--- config.mk ---
export PLATFORM = sky130hd
export DESIGN_NAME = fg_prog_sequencer_flat
export DESIGN_NICKNAME = d
export VERILOG_FILES = /design/src/rtl/fg_prog_sequencer_if.sv /design/src/rtl/fg_prog_sequencer.sv /design/src/flat_wrapper.sv
export SDC_FILE = /design/constraint.sdc
export NUM_CORES = 1
export LEC_CHECK = 0
export ABC_AREA = 1
export CORE_ASPECT_RATIO = 0.7
export CORE_MARGIN = 4
export CORE_UTILIZATION = 55
export DETAILED_ROUTE_END_ITERATION = 12
export DONT_BUFFER_PORTS = 1
export GPL_TIMING_DRIVEN = 0
export PLACE_DENSITY = 0.7
export REMOVE_ABC_BUFFERS = 1
export SETUP_SLACK_MARGIN = 0.4
export SYNTH_ARGS = -nofsm -noshare
export SYNTH_HDL_FRONTEND = slang
export SYNTH_SLANG_ARGS = --single-unit
--- constraint.sdc ---
create_clock -name clk -period 2.7 [get_ports clk]
set_clock_uncertainty 0.15 [all_clocks]
set_input_delay 0.27 -clock clk [delete_from_list [all_inputs] [get_ports clk]]
set_output_delay 0.27 -clock clk [all_outputs]
set_load 0.03 [all_outputs]
--- src/rtl/fg_prog_sequencer_if.sv ---
// Command channel of the floating-gate programming sequencer.
// Handshake: a command transfers on a rising clk edge where valid and ready are both high; fields are only meaningful while valid is high.
interface fg_prog_sequencer_if #(
  parameter int NUM_ISLANDS = 2,
  parameter int NUM_ROWS    = 12,
  parameter int NUM_COLS    = 26,
  parameter int PULSE_W     = 16
);
  localparam int ISL_W = (NUM_ISLANDS > 1) ? $clog2(NUM_ISLANDS) : 1;
  localparam int ROW_W = (NUM_ROWS > 1) ? $clog2(NUM_ROWS) : 1;
  localparam int COL_W = (NUM_COLS > 1) ? $clog2(NUM_COLS) : 1;

  logic               valid;
  logic               ready;
  logic [1:0]         op;
  logic [ISL_W-1:0]   island;
  logic [ROW_W-1:0]   row;
  logic [COL_W-1:0]   col;
  logic [PULSE_W-1:0] pulse_len;
  logic [7:0]         pulse_cnt;

  modport master (output valid, op, island, row, col, pulse_len, pulse_cnt, input ready);
  modport slave  (input valid, op, island, row, col, pulse_len, pulse_cnt, output ready);
endinterface

--- src/rtl/fg_prog_sequencer.sv ---
// Floating-gate program/erase pulse sequencer: SETUP -> PULSE/GAP train (or ERASE) -> RELEASE -> IDLE.
// Optional tunnelling erase (op 1) is compiled in when FG_PROG_TUNNEL_EN is defined.
module fg_prog_sequencer #(
  parameter int NUM_ISLANDS = 2,
  parameter int NUM_ROWS    = 12,
  parameter int NUM_COLS    = 26,
  parameter int PULSE_W     = 16,
  parameter int SETTLE      = 4,
  localparam int ISL_W = (NUM_ISLANDS > 1) ? $clog2(NUM_ISLANDS) : 1,
  localparam int ROW_W = (NUM_ROWS > 1) ? $clog2(NUM_ROWS) : 1,
  localparam int COL_W = (NUM_COLS > 1) ? $clog2(NUM_COLS) : 1
) (
  input  logic                   clk,
  input  logic                   rst,
  fg_prog_sequencer_if.slave     cmd,
  input  logic                   abort,
  output logic [NUM_ISLANDS-1:0] island_en,
  output logic [ROW_W-1:0]       row_sel,
  output logic [COL_W-1:0]       col_sel,
  output logic                   dec_en,
  output logic                   prog_mode,
  output logic                   run_mode,
  output logic                   vinj_pulse,
  output logic                   vtun_en,
  output logic                   busy,
  output logic                   done,
  output logic                   err,
  output logic [7:0]             pulses_done,
  output logic [2:0]             state_dbg
);

  typedef enum logic [2:0] {
    S_IDLE    = 3'd0,
    S_SETUP   = 3'd1,
    S_PULSE   = 3'd2,
    S_GAP     = 3'd3,
`ifdef FG_PROG_TUNNEL_EN
    S_ERASE   = 3'd4,
`endif
    S_RELEASE = 3'd5
  } state_t;

  localparam int SET_W = $clog2(SETTLE + 1);
  localparam int CNT_W = (PULSE_W > SET_W) ? PULSE_W : SET_W;
  localparam logic [CNT_W-1:0]       SETTLE_LAST = CNT_W'(SETTLE - 1);
  localparam logic [NUM_ISLANDS-1:0] ISL_ONE     = NUM_ISLANDS'(1);

  state_t             state_q, state_d;
  logic [CNT_W-1:0]   cnt_q, cnt_d;
  logic [ISL_W-1:0]   isl_q, isl_d;
  logic [ROW_W-1:0]   row_q, row_d;
  logic [COL_W-1:0]   col_q, col_d;
  logic [PULSE_W-1:0] len_q, len_d;
  logic [7:0]         pcnt_q, pcnt_d;
  logic [7:0]         pulses_q, pulses_d;
  logic               aborted_q, aborted_d;
  logic               done_q, done_d;
  logic               err_q, err_d;
`ifdef FG_PROG_TUNNEL_EN
  logic               erase_q, erase_d;
`endif
  logic               legal;
  logic [CNT_W-1:0]   len_last;
  logic               pulse_more;

  assign len_last   = CNT_W'(len_q - PULSE_W'(1));
  assign pulse_more = (9'(pulses_q) + 9'd1) < 9'(pcnt_q);

  // Command legality is judged on the live bus fields at the accept edge.
  always_comb begin
    legal = 32'(cmd.island) < NUM_ISLANDS;
    case (cmd.op)
      2'd0: begin
        if (32'(cmd.row) >= NUM_ROWS || 32'(cmd.col) >= NUM_COLS ||
            cmd.pulse_len == '0 || cmd.pulse_cnt == '0)
          legal = 1'b0;
      end
`ifdef FG_PROG_TUNNEL_EN
      2'd1: begin
        if (cmd.pulse_len == '0) legal = 1'b0;
      end
`endif
      default: legal = 1'b0;
    endcase
  end

  always_ff @(posedge clk) begin
    if (rst) begin
      state_q   <= S_IDLE;
      cnt_q     <= '0;
      isl_q     <= '0;
      row_q     <= '0;
      col_q     <= '0;
      len_q     <= '0;
      pcnt_q    <= '0;
      pulses_q  <= '0;
      aborted_q <= 1'b0;
      done_q    <= 1'b0;
      err_q     <= 1'b0;
`ifdef FG_PROG_TUNNEL_EN
      erase_q   <= 1'b0;
`endif
    end else begin
      state_q   <= state_d;
      cnt_q     <= cnt_d;
      isl_q     <= isl_d;
      row_q     <= row_d;
      col_q     <= col_d;
      len_q     <= len_d;
      pcnt_q    <= pcnt_d;
      pulses_q  <= pulses_d;
      aborted_q <= aborted_d;
      done_q    <= done_d;
      err_q     <= err_d;
`ifdef FG_PROG_TUNNEL_EN
      erase_q   <= erase_d;
`endif
    end
  end

  always_comb begin
    state_d   = state_q;
    cnt_d     = cnt_q;
    isl_d     = isl_q;
    row_d     = row_q;
    col_d     = col_q;
    len_d     = len_q;
    pcnt_d    = pcnt_q;
    pulses_d  = pulses_q;
    aborted_d = aborted_q;
    done_d    = 1'b0;
    err_d     = 1'b0;
`ifdef FG_PROG_TUNNEL_EN
    erase_d   = erase_q;
`endif
    case (state_q)
      S_IDLE: begin
        if (cmd.valid) begin
          if (legal) begin
            state_d   = S_SETUP;
            cnt_d     = '0;
            isl_d     = cmd.island;
            row_d     = cmd.row;
            col_d     = cmd.col;
            len_d     = cmd.pulse_len;
            pcnt_d    = cmd.pulse_cnt;
            pulses_d  = '0;
            // An abort coinciding with accept is remembered and honoured from SETUP.
            aborted_d = abort;
`ifdef FG_PROG_TUNNEL_EN
            erase_d   = (cmd.op == 2'd1);
            if (cmd.op == 2'd1) begin
              row_d = '0;
              col_d = '0;
            end
`endif
          end else begin
            err_d = 1'b1;
          end
        end
      end
      S_SETUP: begin
        if (abort || aborted_q) begin
          state_d   = S_RELEASE;
          cnt_d     = '0;
          aborted_d = 1'b1;
        end else if (cnt_q == SETTLE_LAST) begin
          cnt_d = '0;
`ifdef FG_PROG_TUNNEL_EN
          state_d = erase_q ? S_ERASE : S_PULSE;
`else
          state_d = S_PULSE;
`endif
        end else begin
          cnt_d = cnt_q + CNT_W'(1);
        end
      end
      S_PULSE: begin
        if (abort) begin
          state_d   = S_RELEASE;
          cnt_d     = '0;
          aborted_d = 1'b1;
        end else if (cnt_q == len_last) begin
          cnt_d    = '0;
          pulses_d = pulses_q + 8'd1;
          state_d  = pulse_more ? S_GAP : S_RELEASE;
        end else begin
          cnt_d = cnt_q + CNT_W'(1);
        end
      end
      S_GAP: begin
        if (abort) begin
          state_d   = S_RELEASE;
          cnt_d     = '0;
          aborted_d = 1'b1;
        end else if (cnt_q == SETTLE_LAST) begin
          cnt_d   = '0;
          state_d = S_PULSE;
        end else begin
          cnt_d = cnt_q + CNT_W'(1);
        end
      end
`ifdef FG_PROG_TUNNEL_EN
      S_ERASE: begin
        if (abort) begin
          state_d   = S_RELEASE;
          cnt_d     = '0;
          aborted_d = 1'b1;
        end else if (cnt_q == len_last) begin
          cnt_d   = '0;
          state_d = S_RELEASE;
        end else begin
          cnt_d = cnt_q + CNT_W'(1);
        end
      end
`endif
      S_RELEASE: begin
        if (cnt_q == SETTLE_LAST) begin
          cnt_d   = '0;
          state_d = S_IDLE;
          done_d  = !aborted_q;
          err_d   = aborted_q;
        end else begin
          cnt_d = cnt_q + CNT_W'(1);
        end
      end
      default: state_d = S_IDLE;
    endcase
  end

  // Drain switches stay in program mode through RELEASE while the decoders are already off.
  always_comb begin
    island_en  = '0;
    row_sel    = '0;
    col_sel    = '0;
    dec_en     = 1'b0;
    prog_mode  = 1'b0;
    run_mode   = 1'b1;
    vinj_pulse = (state_q == S_PULSE);
    if (state_q != S_IDLE) begin
      island_en = ISL_ONE << isl_q;
      row_sel   = row_q;
      col_sel   = col_q;
      dec_en    = (state_q != S_RELEASE);
      prog_mode = 1'b1;
      run_mode  = 1'b0;
    end
  end

`ifdef FG_PROG_TUNNEL_EN
  assign vtun_en = (state_q == S_ERASE);
`else
  assign vtun_en = 1'b0;
`endif

  assign cmd.ready   = (state_q == S_IDLE);
  assign busy        = (state_q != S_IDLE);
  assign done        = done_q;
  assign err         = err_q;
  assign pulses_done = pulses_q;
  assign state_dbg   = state_q;

endmodule
--- src/flat_wrapper.sv ---
// flat-port wrapper written by rule: the top's interface ports become plain ports
module fg_prog_sequencer_flat 
#(
  parameter int NUM_ISLANDS = 2,
  parameter int NUM_ROWS    = 12,
  parameter int NUM_COLS    = 26,
  parameter int PULSE_W     = 16,
  parameter int SETTLE      = 4,
  localparam int ISL_W = (NUM_ISLANDS > 1) ? $clog2(NUM_ISLANDS) : 1,
  localparam int ROW_W = (NUM_ROWS > 1) ? $clog2(NUM_ROWS) : 1,
  localparam int COL_W = (NUM_COLS > 1) ? $clog2(NUM_COLS) : 1
)
  (clk, rst, abort, island_en, row_sel, col_sel, dec_en, prog_mode, run_mode, vinj_pulse, vtun_en, busy, done, err, pulses_done, state_dbg, cmd_valid, cmd_op, cmd_island, cmd_row, cmd_col, cmd_pulse_len, cmd_pulse_cnt, cmd_ready);
  fg_prog_sequencer_if #(.NUM_ISLANDS(NUM_ISLANDS), .NUM_ROWS(NUM_ROWS), .NUM_COLS(NUM_COLS), .PULSE_W(PULSE_W)) cmd_i ();
  input  logic clk;
  input  logic rst;
  input  logic abort;
  output logic [NUM_ISLANDS-1:0] island_en;
  output logic [ROW_W-1:0] row_sel;
  output logic [COL_W-1:0] col_sel;
  output logic dec_en;
  output logic prog_mode;
  output logic run_mode;
  output logic vinj_pulse;
  output logic vtun_en;
  output logic busy;
  output logic done;
  output logic err;
  output logic [7:0] pulses_done;
  output logic [2:0] state_dbg;
  input wire logic [$bits(cmd_i.valid)-1:0] cmd_valid;
  input wire logic [$bits(cmd_i.op)-1:0] cmd_op;
  input wire logic [$bits(cmd_i.island)-1:0] cmd_island;
  input wire logic [$bits(cmd_i.row)-1:0] cmd_row;
  input wire logic [$bits(cmd_i.col)-1:0] cmd_col;
  input wire logic [$bits(cmd_i.pulse_len)-1:0] cmd_pulse_len;
  input wire logic [$bits(cmd_i.pulse_cnt)-1:0] cmd_pulse_cnt;
  output wire logic [$bits(cmd_i.ready)-1:0] cmd_ready;
  assign cmd_i.valid = cmd_valid;
  assign cmd_i.op = cmd_op;
  assign cmd_i.island = cmd_island;
  assign cmd_i.row = cmd_row;
  assign cmd_i.col = cmd_col;
  assign cmd_i.pulse_len = cmd_pulse_len;
  assign cmd_i.pulse_cnt = cmd_pulse_cnt;
  assign cmd_ready = cmd_i.ready;
  fg_prog_sequencer #(.NUM_ISLANDS(NUM_ISLANDS), .NUM_ROWS(NUM_ROWS), .NUM_COLS(NUM_COLS), .PULSE_W(PULSE_W), .SETTLE(SETTLE)) u_core (.clk(clk), .rst(rst), .cmd(cmd_i), .abort(abort), .island_en(island_en), .row_sel(row_sel), .col_sel(col_sel), .dec_en(dec_en), .prog_mode(prog_mode), .run_mode(run_mode), .vinj_pulse(vinj_pulse), .vtun_en(vtun_en), .busy(busy), .done(done), .err(err), .pulses_done(pulses_done), .state_dbg(state_dbg));
endmodule
Word-level counts from Yosys, hierarchy flattened
Index checks and enable logic that the tools add are counted.
W data, S select, Z words.
{"block": "totals", "output_inout_bits": 31, "regBits": 64, "inputBits": 40, "elab_cells": 96}
{"block": "op_classes", "mux": 40, "n_bitwise": 2, "reduce_logical": 20, "n_eq_ne": 15, "addsub": 4, "shifts": 1, "order_cmp": 3}
{"operator": "$mux W16", "count": 7}
{"operator": "$pmux W16 S5", "count": 1}
{"operator": "$mux W8", "count": 4}
{"operator": "$mux W3", "count": 9}
{"operator": "$add A16 B1 Y16 const B", "count": 1}
{"operator": "$eq A16 B16 Y1", "count": 1}
{"operator": "$eq A16 B2 Y1 const B", "count": 1}
{"operator": "$logic_not A16 Y1", "count": 1}
{"operator": "$pmux W8 S2", "count": 1}
{"operator": "$sub A16 B1 Y16 const B", "count": 1}
{"operator": "$pmux W3 S5", "count": 1}
{"operator": "$mux W1", "count": 12}
{"operator": "$ne A2 B1 Y1 const B", "count": 5}
{"operator": "$reduce_and A5 Y1", "count": 2}
{"operator": "$add A8 B1 Y9 const B", "count": 1}
{"operator": "$lt A9 B8 Y1", "count": 1}
{"operator": "$add A8 B1 Y8 const B", "count": 1}
{"operator": "$logic_not A8 Y1", "count": 1}
{"operator": "$eq A3 B2 Y1 const B", "count": 2}
{"operator": "$reduce_and A3 Y1", "count": 2}
{"operator": "$reduce_bool A3 Y1", "count": 2}
{"operator": "$ge A5 B5 Y1 const B", "count": 1}
{"operator": "$mux W5", "count": 1}
{"operator": "$reduce_bool A5 Y1", "count": 1}
{"operator": "20 further kinds", "count": 25}

Logic depth before layout (Yosys ltp)
Gate-level depths: netlist of run 1.
{"block": "logic_depth", "ltp_word": 9, "depth_mapped": 17, "mapped_depth_nobuf": 17}

Worst setup path after synthesis of run 1
OpenSTA, ideal clock, no wires.
{"block": "synth_path", "path_type": "register to register", "start": "register u_core.pulses_q[0] (netlist: u_core.pulses_done[0])", "end": "register u_core.state_q[1] (netlist: u_core.state_dbg[1])", "path_buffers": 0, "required_time_ps": 2493, "period_less_slack_ps": 2519, "arrival_ps": 2313, "setup_time_ps": 57, "stages_incl_launch_ff": 17, "setup_slack_ps": 181, "cell_sequence": "dfxtp_1 ha_1 nand3_1 nor2_1 nand2_1 xor2_1 inv_1 ha_1 a21oi_1 o211ai_1 nor2_1 nand3_1 nor2_1 nor2_1 o21ai_0 nand2_1 inv_1"}
{"block": "synth_via", "elab_chain_cells": 6}
{"element": "start: declaration", "line_no": "fg_prog_sequencer.sv:55", "text": "logic [7:0] pulses_q, pulses_d;"}
{"element": "start signal: assignment", "line_no": "fg_prog_sequencer.sv:111", "text": "pulses_q <= pulses_d;"}
{"element": "$add A8 B1 Y9", "line_no": "fg_prog_sequencer.sv:67", "text": "assign pulse_more = (9'(pulses_q) + 9'd1) < 9'(pcnt_q);"}
{"element": "$lt A9 B8 Y1", "line_no": "fg_prog_sequencer.sv:67"}
{"element": "$mux W3", "line_no": "fg_prog_sequencer.sv:186", "text": "state_d = pulse_more ? S_GAP : S_RELEASE;"}
{"element": "$mux W3", "line_no": "fg_prog_sequencer.sv:183", "text": "end else if (cnt_q == len_last) begin"}
{"element": "$mux W3", "line_no": "fg_prog_sequencer.sv:179", "text": "if (abort) begin"}
{"element": "$pmux W3 S5", "line_no": "fg_prog_sequencer.sv:136", "text": "case (state_q)"}
{"element": "end signal: assignment", "line_no": "fg_prog_sequencer.sv:104", "text": "state_q <= state_d;"}
{"element": "end: declaration", "line_no": "fg_prog_sequencer.sv:48", "text": "state_t state_q, state_d;"}
No other way between the ends. The select of a mux whose other input is x is not followed.
A chain may end at the register's enable or synchronous reset.

Worst setup path in the final report of run 1
{"block": "layout_path", "start": "register u_core.state_q[2] (netlist: u_core.state_dbg[2])", "end": "output port col_sel[2]"}
{"block": "layout_via", "elab_chain_cells": 2}
{"element": "$reduce_bool A3 Y1"}
{"element": "named net busy", "line_no": "flat_wrapper.sv:26", "text": "output logic busy;"}
{"element": "$mux W5", "line_no": "fg_prog_sequencer.sv:240", "text": "if (state_q != S_IDLE) begin"}
{"element": "end: declaration", "line_no": "flat_wrapper.sv:20", "text": "output logic [COL_W-1:0] col_sel;"}
The timed path passes the listed nets, and every way through them passes these cells.

==> results by group, run 1 <==
Setup path
  – Worst Setup EP: col_sel[2]
  – Slowest stage delay, CP: approximately 0.53 ns
  – CP Cell Sequence: clkinvlp_4 > nand2_8 > clkinvlp_4 > nor2_4
  – CP max FO: 7
  – Cell repeated most along the worst path: clkinvlp_4
  – WS Path Type: reg -> out
  – CP startpoint: u_core.state_dbg[2]
  – Slowest cell on crit path: clkinvlp_4
  – Worst path required time: 2.28 ns
  – R2R Path Start: u_core.pulses_done[0]
  – FF-to-FF End: u_core.state_dbg[2]
  – Startpoint types: flop
  – FF-to-FF path depth: 16
  – Setup slack, reg-to-reg: 0.16 ns
  – Worst path arrival time: 2.16 ns
  – Crit end category: output port

Synth
  – Largest cells by area after synthesis: dfxtp_1 32%, nand2_1 12%, a21oi_1 8.7%
  – Yosys top cell area share: 31.8%
  – Syn_area_per_cell: 6.54 um2
  – Gate Count Post-Synth: between 600 and 700
  – Mapped cell area: between 4000 and 5000 um2
  – Sequential-to-total area share from yosys stat: about a third
  – Yosys cell types: 38
  – Yosys warns: 0
  – Synth area leader: dfxtp_1
  – Seq cells post-synth: 64

Routing
  – DR WL/cell: approximately 16 um
  – Total Wirelength: between 10,000 and 15,000 um
  – Drt first pass iters: 5
  – Antenna-violating nets left: 0
  – Vias: 4,278
  – Via density: 5.63
  – DRC Markers: 0
  – Starting DRT DRC Count: 360

Place
  – Gp weighted congestion: ~0.91
  – Port Buffers: 0
  – Pre-CTS setup slack: -0.406 ns
  – Dpl hpwl: between 7000 and 8000 um
  – Placed Instances: about 690

Clock tree
  – Worst-Skew Late Latency: about 0.35 ns
  – CTS Root Cell: clkbuf_8
  – H-tree level count: 3
  – Clk slew on worst S/H paths: ~0.080 ns
  – Total CTS buffers: 9
  – Num Clock Sinks: 64
  – CTS tree: built
  – Clock buffer depth: 2

Min path
  – Hold path depth: 2
  – Min-Delay Path Class: in -> reg

Flow run
  – Max Cap Viol: 0

Die
  – I/O pin count: 71
  – Die width: 110 um
  – Die Y-Extent: about 80 um
  – Overall die area: 8790 um2
  – Initial core utilization: 58.1%
  – FP Rows: 25
  – Core area: ~6900 um2

GRT
  – First-pass GRT wire length: around 19,000 um
  – Number of global-route vias before repair: slightly below 4,000
  – Total track usage: a little over a quarter
  – Antenna violations before repair: 0
  – Largest net degree at the start of global routing: 65
  – Total gr overflow: 0

Timing
  – Setup ws final: about 0.12 ns
  – RSZ-0062 raised after global routing: true
  – Setup violators final: 0
  – Worst rel slew slack: a little under a quarter
  – Tmin final: about 2.6 ns
  – Max frequency: roughly 390 MHz
  – Fin. Hold Viols: 0
  – Setup TNS: 0 ns
  – Final Cycle Share: about 96%
  – Final slew viol count: 0
  – Least-Margin Pin Slew: between 1 and 1.5 ns

Cells and area
  – Antenna cells: 0
  – Non-filler cells, final: 760
  – # fillers: approximately 540
  – Area grow syn2layout: 27.6%
  – NumNets Final: 711
  – Share of layout cells above drive strength 1: 19.8%

Pwr
  – Leakage: roughly 2.1 nW
  – PD cells: between 400 and 500 nW/um2
  – Clk network pwr share: around 37%
  – Cell-internal power: 1.58 mW
  – Comb pwr share: between 10% and 20%
  – Maximum vdd ir drop: between 0.0003 and 0.0004 V
  – Sw power: 0.732 mW
  – Flop pwr share: 44.0%
  – Switching part of the total: approximately a third

Outcome
  – Status: finished clean
## Yosys cell counts
cell      instances
nand3b_1          5
o21a_1            1
nand3_1          36
o211ai_1          2
nor4_2            2
a21oi_1          70
inv_1            78
nand2_2           6
o21bai_2          1
o22ai_1           1
o311ai_0          1
dfxtp_1          64
nor3_1            7
a22oi_1           1
conb_1            1
buf_4             3
nor2_2            7
nor2_1           63
o21bai_1          1
nand4_1          13
a21boi_0          1
clkbuf_1         13
nor2_4            3
nand3_4           1
or2_2             1
ha_1             10
nand2_4           1
o21ai_0          36
o21ai_1           3
inv_2             4
xnor2_1           4
buf_6             2
nor4_1           11
buf_2             4
a211oi_1          1
buf_1             1
nand2_1         132
xor2_1           26
## power by group through the flow
stage	Sequential, mW	Clock [mW]	Combinational, mW
floorplan	1.03	0	0.263
global placement	1.04	0	0.312
detailed placement	1.04	0	0.322
CTS	1.01	0.860	0.384
global route	1.02	0.902	0.492
finish	1.02	0.853	0.441
## state kept, by name, summed over array words and instances, names as in the netlist
signal and count:
u_core.row_q 4, u_core.err 1, u_core.col_q 5, u_core.pulses_done 8
u_core.len_q 16, u_core.pcnt_q 8, u_core.cnt_q 16, u_core.done 1
u_core.aborted_q 1, u_core.isl_q 1, u_core.state_dbg 3
## worst min-delay path by stage
stage | startpoint | end | slack, ns
after floorplan | rst | u_core.aborted_q | 0.19
after global placement | rst | u_core.pcnt_q[0] | 0.19
after detailed placement | rst | u_core.len_q[13] | 0.19
after CTS | rst | u_core.len_q[15] | -0.19
after global routing | cmd_pulse_len[11] | u_core.len_q[11] | 0.05
final | cmd_pulse_len[11] | u_core.len_q[11] | 0.02
## cells in the final DEF (no fill, tap or decap), drive strengths merged, types with 2 or more instances in the layout
master and instances:
nand2 140, inv 81, nor2 74, a21oi 70, dfxtp 64, o21ai 39, nand3 37, dlygate4sd3 35
xor2 26, buf 16, nand4 13, nor4 13, ha 10, clkbuf 9, clkinvlp 9, nor3 7
nand3b 5, xnor2 4, o211ai 2, o21bai 2
## logic make-up (layout without fill, tap and decap cells)
kind of cell             after synthesis  count (layout)  share of synthesized area (%)
other                                  1               1                         0.0930
buffers and inverters                105             152                           10.5
AND/OR/NAND/NOR                      288             290                           32.5
XOR/XNOR                              30              30                           6.52
AO/OA/AOI/OAI                        119             119                           15.5
adder cells (fa/ha/maj)               10              10                           3.10
flip-flops                            64              64                           31.8
## metrics by stage
stage	utilization (%)	power (mW)	cell area, um2	hold slack [ns]
floorplan	-	1.29	3920	0.189
CTS	69.8	2.26	4850	-0.187
global route	74.1	2.41	5150	0.0541
global placement	58.1	1.35	4030	0.192
finish	74.1	2.31	5150	0.0227
detailed placement	58.1	1.36	4030	0.195
## layout make-up
type	instances	area, um2	area share, %
clock buffer	9	124	2.41
multi-input combinational	450	2700	52.4
inverter	82	322	6.25
timing repair buffer	51	474	9.21
timing repair inverter	3	20.0	0.389
clock inverter	7	78.8	1.53
sequential	64	1320	25.5
tap	94	118	2.28
## critical path: cells and delay by family, from the launching register on
family        cells  cell delay [ns]
buf+inv           2             0.72
flops             1             0.45
simple gates      2             0.63
## layer usage
layer,share of wire (%),GRT usage [%],routed length [um],vias to the layer above
met5,0,0,0,-
met4,1.4,6.27,167,0
met3,12,8.57,1420,26
met2,42,38.1,5170,233
met1,45,41.0,5490,1921
li1,-,-,-,2098
## repair_timing
item / CTS / global route
hold buffers: 31 / 5
hold endpoints to repair: 51 / 21
setup buffers: 8 / 8
pin swaps: 12 / 28
resized for setup: 67 / 50
gates cloned: 4 / 1
setup endpoints to repair: 77 / 68
(Power assumes the default switching activity.)
==> run 2: changes to the inputs <==
--- a/config.mk
+++ b/config.mk
@@ -14,5 +14,4 @@
 export GPL_TIMING_DRIVEN = 0
 export PLACE_DENSITY = 0.7
-export REMOVE_ABC_BUFFERS = 1
 export SETUP_SLACK_MARGIN = 0.4
 export SYNTH_ARGS = -nofsm -noshare
--- a/constraint.sdc
+++ b/constraint.sdc
@@ -3,3 +3,3 @@
 set_input_delay 0.27 -clock clk [delete_from_list [all_inputs] [get_ports clk]]
 set_output_delay 0.27 -clock clk [all_outputs]
-set_load 0.03 [all_outputs]
+set_load 0.1 [all_outputs]
==> results by group, run 2 (synthesis results as in run 1) <==
Timing
  – Setup violators final: 14
  – Least-Margin Pin Slew: 1.12 ns
  – Final slew viol count: 0
  – Worst rel slew slack: about a quarter
  – Tmin final: ~2.8 ns
  – RSZ-0062 raised after global routing: true
  – Fin. Hold Viols: 1
  – Setup ws final: -0.149 ns
  – Max frequency: between 300 and 400 MHz
  – Final hold slack: -0.0113 ns
  – Final Cycle Share: 106%

Setup path
  – Crit end category: output port
  – Worst path arrival time: approximately 2.4 ns
  – Cell repeated most along the worst path: clkinvlp_4
  – Slowest cell on crit path: dfxtp_4
  – Worst path required time: 2.28 ns
  – Slowest stage delay, CP: about 0.60 ns
  – CP Cell Sequence: clkinvlp_4 > nand2_8 > clkinvlp_4 > buf_12 > nor2_4
  – CP max FO: 7
  – Startpoint types: flop
  – WS Path Type: reg -> out

Pwr
  – Sw power: a little under 0.8 mW
  – PD cells: 461 nW/um2
  – Switching part of the total: 31.4%
  – Cell-internal power: roughly 1.7 mW
  – Maximum vdd ir drop: 0.000371 V
  – Leakage: 2.27 nW
  – Comb pwr share: a little under a fifth
  – Flop pwr share: between 40% and 50%
  – Clk network pwr share: just under 40%

Flow run
  – Max Cap Viol: 0

Die
  – Core area: 6940 um2
  – Die Y-Extent: ~80 um
  – Overall die area: between 8000 and 9000 um2
  – Die width: roughly 110 um
  – I/O pin count: about 70
  – FP Rows: 25
  – Initial core utilization: between 50% and 60%

Place
  – Gp weighted congestion: 0.947
  – Dpl hpwl: about 9100 um
  – Placed Instances: between 700 and 800
  – Port Buffers: 0

Routing
  – DR WL/cell: around 18 um
  – Starting DRT DRC Count: roughly 510
  – Antenna-violating nets left: 0
  – Drt first pass iters: 5
  – DRC Markers: 0
  – Total Wirelength: approximately 14,000 um
  – Via density: between 5 and 6
  – Vias: 4,546

Cells and area
  – Share of layout cells above drive strength 1: 23.7%
  – Area grow syn2layout: 35.0%
  – # fillers: between 400 and 500
  – Largest regs: u_core.cnt_q x16, u_core.len_q x16
  – Commonest cells after routing, fill and taps aside: 121 x nand2_1, 71 x inv_1, 54 x a21oi_1, 53 x dfxtp_1, 42 x nor2_1
  – Antenna cells: 0
  – NumNets Final: approximately 730
  – Commonest non-fill, non-tap cell in the layout: nand2_1
  – Non-filler cells, final: ~800

Clock tree
  – Clock buffer depth: 2
  – Clk slew on worst S/H paths: 0.07 ns
  – Total CTS buffers: 9
  – CTS tree: built
  – H-tree level count: 3
  – Num Clock Sinks: 64
  – CTS Root Cell: clkbuf_8
  – Worst-Skew Late Latency: 0.36 ns

GRT
  – Total track usage: a little under a third
  – Antenna violations before repair: 0
  – Largest net degree at the start of global routing: 13
  – First-pass GRT wire length: ~21,000 um
  – Number of global-route vias before repair: 4,288
  – Total gr overflow: 0

Min path
  – Min-Delay Path Class: in -> reg

Synth
  – Syn Nets: 667

Outcome
  – Status: finished with violations
  – Failing checks: negative hold slack, negative setup slack
## run 2: path summary, 6_finish.rpt
kind | cells past startpoint | slack [ns] | endpoint | startpoint
max reg2reg | 16 | -0.06 | u_core.state_dbg[2] | u_core.pulses_done[0]
min | 2 | -0.01 | u_core.len_q[0] | cmd_pulse_len[0]
max | 5 | -0.15 | col_sel[0] | u_core.state_dbg[2]
min reg2reg | 2 | 0.33 | u_core.pcnt_q[3] | u_core.pcnt_q[3]
## run 2: stage by stage
stage	power, mW	util (%)	worst slack, ns	instance area, um2	setup TNS, ns
2_1_floorplan	1.37	-	0.253	4190	0
3_3_place_gp	1.44	62.0	0.0257	4310	0
3_5_place_dp	1.45	62.0	-0.0241	4310	-0.0551
4_1_cts	2.48	73.2	-0.0396	5080	-0.374
5_1_grt	2.63	78.4	-0.216	5440	-2.57
6_report	2.51	78.4	-0.149	5440	-1.58
## run 2: repair_timing
| item | in CTS | in global routing |
|---|---|---|
| hold buffers | 30 | 0 |
| gates cloned | 2 | 2 |
| buffers inserted | 12 | 5 |
| hold endpoints to repair | 30 | 0 |
| pin swaps | 13 | 27 |
| setup endpoints to repair | 75 | 75 |
| resized for setup | 30 | 72 |
## run 2: critical path, delay by kind of cell (launching register included)
kind / cells / cell delay, ns
AND/OR/NAND/NOR: 2 / 0.75
flip-flops: 1 / 0.60
buffers and inverters: 3 / 0.72
## run 2: metal layers
layer / up-vias / part of all wire [%] / wire [um] / global-route usage, %
met5: - / 0 / 0 / 0
met2: 240 / 43 / 5890 / 47.1
met1: 2148 / 45 / 6090 / 42.2
li1: 2136 / - / - / -
met3: 22 / 11 / 1500 / 8.25
met4: 0 / 1.3 / 176 / 8.36
## run 2: power groups by stage
stage          Sequential, mW  Combinational [mW]  Clock, mW
6_report                 1.05               0.471      0.987
4_1_cts                  1.05               0.440      0.993
5_1_grt                  1.06               0.520       1.05
3_5_place_dp             1.07               0.380          0
2_1_floorplan            1.06               0.310          0
3_3_place_gp             1.07               0.368          0
## run 2: cell type report
type	instances	area, um2	share of cell area [%]
buffer	23	160	2.94
sequential	64	1320	24.2
multi-input combinational	449	2780	51.0
tap	94	118	2.16
clock inverter	6	90.1	1.65
clock buffer	10	149	2.74
timing repair buffer	50	512	9.40
inverter	82	320	5.88
